[src/rtl/r16_lane_gather.sv]
// r16_lane_gather
// Serial-to-parallel gather stage for the radix-16 butterfly. Collects 16
// consecutive valid samples into one 16-lane vector and tags each vector with
// its group index inside the current frame. A frame restart (sync_in)
// discards any partially gathered group and restarts slot/group counting.
// Lanes 0..14 are held in a store; lane 15 is taken straight from the input
// on the completing cycle, so the vector register is loaded in one edge.

module r16_lane_gather #(
  parameter int                 P_WIDTH  = 64,
  parameter logic [P_WIDTH-1:0] P_ZERO   = 64'h0,
  parameter int                 P_GROUPS = 1024,
  parameter int                 P_GBITS  = 10
) (
  input  logic                    clk,
  input  logic                    rst,
  input  logic [P_WIDTH-1:0]      A0_in,
  input  logic                    Ac_in,
  input  logic                    sync_in,
  output logic [16*P_WIDTH-1:0]   B_out,
  output logic                    Bv_out,
  output logic [P_GBITS-1:0]      Bg_out,
  output logic                    Bf_out,
  output logic                    drop_out
);

  localparam int                 LANES     = 16;
  localparam int                 STORED    = LANES - 1;
  localparam logic [3:0]         SLOT_ZERO = 4'd0;
  localparam logic [3:0]         SLOT_ONE  = 4'd1;
  localparam logic [3:0]         SLOT_LAST = 4'd15;
  localparam logic [P_GBITS-1:0] GRP_ZERO  = {P_GBITS{1'b0}};
  localparam logic [P_GBITS-1:0] GRP_ONE   = {{(P_GBITS-1){1'b0}}, 1'b1};
  localparam logic [P_GBITS-1:0] GRP_LAST  = P_GBITS'(P_GROUPS - 1);

  // Counters and lane store.
  logic [3:0]           slot_r;
  logic [P_GBITS-1:0]   grp_r;
  logic [P_WIDTH-1:0]   lane_r [0:STORED-1];

  // Output registers.
  logic [16*P_WIDTH-1:0] b_r;
  logic                  bv_r;
  logic [P_GBITS-1:0]    bg_r;
  logic                  bf_r;
  logic                  drop_r;

  // Per-cycle decode.
  logic [3:0]            slot_nxt_s;
  logic [P_GBITS-1:0]    grp_nxt_s;
  logic                  wr_en_s;
  logic [3:0]            wr_idx_s;
  logic                  emit_s;
  logic                  drop_s;
  logic                  first_s;
  logic [16*P_WIDTH-1:0] gather_s;

  // Decode sync / valid / completion into counter updates and pulse requests.
  always_comb begin
    slot_nxt_s = slot_r;
    grp_nxt_s  = grp_r;
    wr_en_s    = 1'b0;
    wr_idx_s   = slot_r;
    emit_s     = 1'b0;
    drop_s     = 1'b0;
    if (sync_in) begin
      // Frame restart wins over everything, including a completing sample.
      grp_nxt_s = GRP_ZERO;
      drop_s    = (slot_r != SLOT_ZERO);
      if (Ac_in) begin
        wr_en_s    = 1'b1;
        wr_idx_s   = SLOT_ZERO;
        slot_nxt_s = SLOT_ONE;
      end else begin
        slot_nxt_s = SLOT_ZERO;
      end
    end else if (Ac_in) begin
      wr_en_s    = 1'b1;
      wr_idx_s   = slot_r;
      slot_nxt_s = slot_r + SLOT_ONE;
      if (slot_r == SLOT_LAST) begin
        emit_s = 1'b1;
        if (grp_r == GRP_LAST) begin
          grp_nxt_s = GRP_ZERO;
        end else begin
          grp_nxt_s = grp_r + GRP_ONE;
        end
      end else begin
        emit_s = 1'b0;
      end
    end else begin
      slot_nxt_s = slot_r;
      grp_nxt_s  = grp_r;
    end
  end

  // First-group flag for the vector being completed this cycle.
  always_comb begin
    first_s = 1'b0;
    if (grp_r == GRP_ZERO) begin
      first_s = 1'b1;
    end else begin
      first_s = 1'b0;
    end
  end

  // Assemble the outgoing vector: stored lanes 0..14 plus the live sample as lane 15.
  always_comb begin
    gather_s = {(16*P_WIDTH){1'b0}};
    for (int k = 0; k < STORED; k++) begin
      gather_s[k*P_WIDTH +: P_WIDTH] = lane_r[k];
    end
    gather_s[STORED*P_WIDTH +: P_WIDTH] = A0_in;
  end

  // Slot and group counters.
  always_ff @(posedge clk or posedge rst) begin
    if (rst) begin
      slot_r <= SLOT_ZERO;
      grp_r  <= GRP_ZERO;
    end else begin
      slot_r <= slot_nxt_s;
      grp_r  <= grp_nxt_s;
    end
  end

  // Lane store for slots 0..14; slot 15 never needs storing.
  always_ff @(posedge clk or posedge rst) begin
    if (rst) begin
      for (int k = 0; k < STORED; k++) begin
        lane_r[k] <= P_ZERO;
      end
    end else begin
      for (int k = 0; k < STORED; k++) begin
        if (wr_en_s && (wr_idx_s == 4'(k))) begin
          lane_r[k] <= A0_in;
        end
      end
    end
  end

  // Vector and group tag: load on completion, hold otherwise.
  always_ff @(posedge clk or posedge rst) begin
    if (rst) begin
      b_r  <= {LANES{P_ZERO}};
      bg_r <= GRP_ZERO;
    end else if (emit_s) begin
      b_r  <= gather_s;
      bg_r <= grp_r;
    end
  end

  // Single-cycle pulses: valid, first-of-frame and dropped-partial.
  always_ff @(posedge clk or posedge rst) begin
    if (rst) begin
      bv_r   <= 1'b0;
      bf_r   <= 1'b0;
      drop_r <= 1'b0;
    end else begin
      bv_r   <= emit_s;
      bf_r   <= emit_s & first_s;
      drop_r <= drop_s;
    end
  end

  assign B_out    = b_r;
  assign Bv_out   = bv_r;
  assign Bg_out   = bg_r;
  assign Bf_out   = bf_r;
  assign drop_out = drop_r;

endmodule

[config.mk]
export PLATFORM = sky130hd
export DESIGN_NAME = r16_lane_gather
export DESIGN_NICKNAME = d
export VERILOG_FILES = /design/src/rtl/r16_lane_gather.sv
export SDC_FILE = /design/constraint.sdc
export NUM_CORES = 2
export LEC_CHECK = 0
export ABC_AREA = 1
export BUFFER_PORTS_ARGS = -buffer_cell sky130_fd_sc_hd__buf_2
export CORE_AREA = 2 2 433 435
export CTS_BUF_LIST = sky130_fd_sc_hd__clkbuf_16
export CTS_CLUSTER_SIZE = 30
export DETAILED_ROUTE_END_ITERATION = 8
export DIE_AREA = 0 0 435 437
export GPL_ROUTABILITY_DRIVEN = 0
export SLEW_MARGIN = 20
export SYNTH_ARGS = -nofsm -noshare
export SYNTH_HDL_FRONTEND = slang
export SYNTH_SLANG_ARGS = --single-unit
[constraint.sdc]
create_clock -name clk -period 90.2 [get_ports clk]
set_input_delay 9.02 -clock clk [delete_from_list [all_inputs] [get_ports clk]]
set_output_delay 9.02 -clock clk [all_outputs]
set_load 0.02 [all_outputs]
## Yosys cells after proc, flatten, opt, wreduce, memory -nomap -nowiden

Cells that the tools add are included.
Widths: inputs -> output; s select.

- Add/sub/neg operators: 2
- Equality and inequality tests: 16
- Muxes and demuxes: 15
- Bitwise logic cells: 1
- Reduce and logical (&&, ||, !) cells: 21

Operator list:

| operator | number |
|---|---|
| $mux 10 | 4 |
| $eq 4x4->1 const B | 8 |
| $eq 4x3->1 const B | 4 |
| $mux 4 | 4 |
| $logic_and 1x1->1 | 15 |
| $add 10x1->10 const B | 1 |
| $eq 10x10->1 const B | 1 |
| $logic_not 10->1 | 1 |
| $eq 4x2->1 const B | 2 |
| $mux 1 | 7 |
| $add 4x1->4 const B | 1 |
| $eq 4x1->1 const B | 1 |
| $logic_not 4->1 | 1 |
| $reduce_bool 2->1 | 2 |
| $reduce_bool 4->1 | 1 |
| $reduce_and 2->1 | 1 |
| $and 1x1->1 | 1 |

- Bits in registers: 2,011

## Longest topological paths before layout

- Word-level depth: 5
- Depth in mapped cells: 10
- Gate-level depth less buffers: 8

## Least setup slack after synthesis

No wires, ideal clock.

- Kind: input -> register
- Start point: input port sync_in
- End point: register lane_r, in the netlist gather_s[710]
- Library setup time: 133 ps
- Arrival: 10,079 ps
- Slack: 79,988 ps
- Stages on the path: 9
- Buffers on the path: 3
- Path through: buf_2 -> inv_2 -> nand2_1 -> nor3_2 -> nand3_1 -> buf_2 -> clkbuf_1 -> nand2_1 -> o21ai_0

- Longest elaborated chain between the ends: 3

RTL lines:

| what | RTL line | RTL |
|---|---|---|
| start, declared | 19 | `input logic sync_in,` |
| $mux 4 | 66 | `if (sync_in) begin` |
| $eq 4x4->1 | 135 | `if (wr_en_s && (wr_idx_s == 4'(k))) begin` |
| $logic_and 1x1->1 | 135 |  |
| end signal, assigned by index | 136 | `lane_r[k] <= A0_in;` |
| end, declared | 39 | `logic [P_WIDTH-1:0] lane_r [0:STORED-1];` |

No other way between the ends.
A chain may end at the register's enable or synchronous reset.

==> flow_metrics.py <==
metrics = {
    "cells_and_area": {
        "fin_area_um2": 87380,
        "layout-drive-gt1-share": 0.1687,
        "final_nets": 8601,
        "synthToLayoutAreaGrowth_pct": 18.68,
        "multi_input_area_um2": 19900,
        "nFillCells": 17680,
        "regArea_um2": 50320,
    },
    "sta": {
        "rsz0062_at_grt": "false",
        "fmax_mhz": 72.67,
        "relSlewSlack": 0.1445,
        "finalSetupViolations": 0,
        "setup_tns_ns": 0,
        "drv_slew": 0,
        "tightestPinTransition_ns": 1.283,
        "period_share": 0.1526,
        "finalHoldViolCount": 0,
        "period_needed_ns": 13.76,
        "fin_skew_ns": 0.07470,
    },
    "critical_path": {
        "reg2reg_from": "slot_r[1]",
        "crit_fanout": 180,
        "reg2regPathDepth": 9,
        "reg2reg_slack_ns": 84.98,
        "cp-end-kind": "async pin",
        "arrival_ns": 14.61,
        "worst_r2r_endpoint": "B_out[413]",
        "cp.required_ns": 91.05,
        "path_cells": "buf_2 -> inv_8 -> buf_12 -> buf_4 -> buf_4 -> buf_4 -> buf_12 -> buf_4",
        "path_buf_inv": 8,
        "crit_path_frequent_cell": "buf_4",
        "slowest_stage": "buf_4",
        "worstSetupPathType": "in2async",
        "slowest_delay_ns": 0.87,
        "crit_start": "rst",
        "worstSetupStartpointType": "input port",
        "critPathTopFamily": "buffers and inverters",
    },
    "outcome": {
        "outcome": "finished clean",
    },
    "route": {
        "drt_iter0_drc": 5111,
        "routed_via_density": 4.933,
        "dr_total_vias": 55200,
        "drt-total-wl_um": 234000,
        "dr.pass1.iters": 6,
        "post_drt_wl_per_cell_um": 20.91,
        "ant_nets": 0,
        "drc_errors": 0,
    },
    "grt": {
        "overflow": 0,
        "grt_pass1_vias": 53710,
        "track_usage": 0.2443,
        "antenna_found_initial": 31,
        "grt_max_degree": 231,
        "grt_pass1_wl_um": 350500,
    },
    "die": {
        "dieArea_um2": 190100,
        "io_pins": 1105,
        "placementRows": 158,
        "die_w_um": 435,
        "start_util": 0.3979,
        "core_area_um2": 185000,
        "die_h_um": 437,
    },
    "min_path": {
        "hold_end": "B_out[251]",
        "hold_depth": 2,
        "hold_start": "gather_s[251]",
        "hold_path_class": "reg2reg",
    },
    "place": {
        "placed_cell_area_um2": 80670,
        "numPortBuffers": 1104,
        "place.detailed.hpwl_um": 154900,
    },
    "cts": {
        "clkTransAtPathRegs_ns": 0.06,
        "clock-sinks": 2011,
        "clockBufferDepth": 3,
        "cts_setup_buffers": 0,
        "insertion_delay_ns": 0.88,
        "cts_root_buffer": "clkbuf_16",
        "holdBufCountCts": 0,
        "h-tree-depth": 4,
        "cts_resized": 0,
        "cts_tree": "yes",
        "cts_buffers": 207,
    },
    "pwr": {
        "power_density_nw_per_um2": 21.76,
        "p_leak_nw": 48.06,
        "vdd_drop_max_v": 0.00001710,
    },
    "synth": {
        "ys_seq_area_frac": 0.6835,
        "yosys_warnings": 0,
        "syn-instance-count": 7661,
        "syn_nets": 7733,
        "syn-cell-area_um2": 73630,
        "ys_types": 24,
        "synth_seq_cells": 2011,
        "synth_area_per_cell_um2": 9.611,
    },
    "run": {
        "maxCapViolations": 0,
    },
}
## cells in the final DEF (no fill, tap or decap), types with 4 or more instances in the layout
cell | Yosys | final
a21oi_1 | 6 | 6
buf_12 | 0 | 7
buf_2 | 263 | 1104
buf_4 | 6 | 46
buf_6 | 1 | 6
bufinv_16 | 0 | 15
clkbuf_16 | 0 | 207
clkinv_1 | 0 | 54
clkinv_16 | 0 | 8
clkinv_2 | 0 | 30
clkinv_4 | 0 | 4
clkinvlp_4 | 0 | 8
dfrtp_1 | 2011 | 2011
diode_2 | 0 | 12
ha_1 | 4 | 4
inv_1 | 342 | 384
inv_16 | 0 | 5
nand2_1 | 3442 | 3434
nand2_4 | 0 | 8
nand3_1 | 10 | 7
nand4_1 | 4 | 4
nor2_1 | 22 | 18
nor2_4 | 0 | 5
o21ai_0 | 1232 | 1232
o21ai_1 | 69 | 69
## through the flow
step / total power (W) / setup slack (ns) / utilization / hold WS [ns] / instances
finish: 0.001901 / 76.44 / 0.4722 / 0.4045 / 11190
global route: 0.001977 / 75.50 / 0.4721 / 0.4511 / 11180
CTS: 0.001919 / 76.03 / 0.4718 / 0.4136 / 11180
detailed placement: 0.001084 / 75.08 / 0.4360 / 0.4497 / 10800
global placement: 0.001079 / 75.15 / 0.4360 / 0.4496 / 10800
floorplan: 0.001055 / 24.38 / - / 0.4422 / 7661
## kinds of logic (layout without fill, tap and decap cells)
| family | after synthesis | in the layout | synth area share |
|---|---|---|---|
| AND/OR/NAND/NOR | 3485 | 3485 | 0.1783 |
| other | 0 | 12 | 0 |
| buffers and inverters | 848 | 1885 | 0.04811 |
| AO/OA/AOI/OAI | 1311 | 1311 | 0.08920 |
| XOR/XNOR | 2 | 2 | 0.0002379 |
| flip-flops | 2011 | 2011 | 0.6835 |
| adder cells (fa/ha/maj) | 4 | 4 | 0.0006798 |
## area by class of cell
| class | instances | area share |
|---|---|---|
| diodes | 12 | 0.0003437 |
| clock buffers | 207 | 0.05928 |
| multi-input cells | 4802 | 0.2277 |
| clock inverters | 171 | 0.01657 |
| well taps | 2480 | 0.03551 |
| inverters | 343 | 0.01482 |
| flip-flops and latches | 2011 | 0.5759 |
| repair buffers | 1164 | 0.06988 |
## flip-flops by register name, indices dropped and copies added, names as in the netlist
register and cells:
B_out 1024, Bf_out 1, Bg_out 10, Bv_out 1
drop_out 1, gather_s 960, grp_r 10, slot_r 4
## worst reg2reg max path: cells and delay by family (launching register included)
family	cells	cell delay, ns
simple gates	2	0.53
fa+ha+maj	1	0.26
buf+inv	5	3.07
compound gates	1	0.69
flops	1	0.47
## Yosys cell counts (all sizes together)
library cell	count	area share
clkbuf	228	0.012
ha	4	0.00068
o211ai	1	0.00010
nor2	24	0.0013
buf	277	0.019
o21ai	1301	0.088
nand4	4	0.00034
or2	1	0.000085
xor2	2	0.00024
o22ai	3	0.00025
inv	343	0.017
nor3	3	0.00034
nand2	3442	0.18
nand3	10	0.00068
dfrtp	2011	0.68
nor3b	1	0.00010
a21oi	6	0.00041
## worst max-delay path by stage
| stage | endpoint | cells after the start | slack (ns) |
|---|---|---|---|
| after detailed placement | gather_s[472] | 8 | 75.08 |
| final | B_out[593] | 8 | 76.44 |
| after global placement | B_out[413] | 8 | 75.15 |
| after global routing | B_out[592] | 8 | 75.50 |
| after floorplan | B_out[0] | 1 | 24.38 |
| after CTS | B_out[408] | 8 | 76.03 |
## metal layers
metal	routed length, um	GRT usage	share of wire
met5	65	0	0.00028
met4	13200	0.1274	0.056
met3	15900	0.05320	0.068
met2	104500	0.3676	0.45
met1	100400	0.3329	0.43
## power by group
group	total, W	switching (W)	internal (W)
registers	0.000975	0.0000203	0.000955
clock network	0.000834	0.000371	0.000463
logic	0.0000920	0.0000685	0.0000235
(Power assumes the default switching activity.)
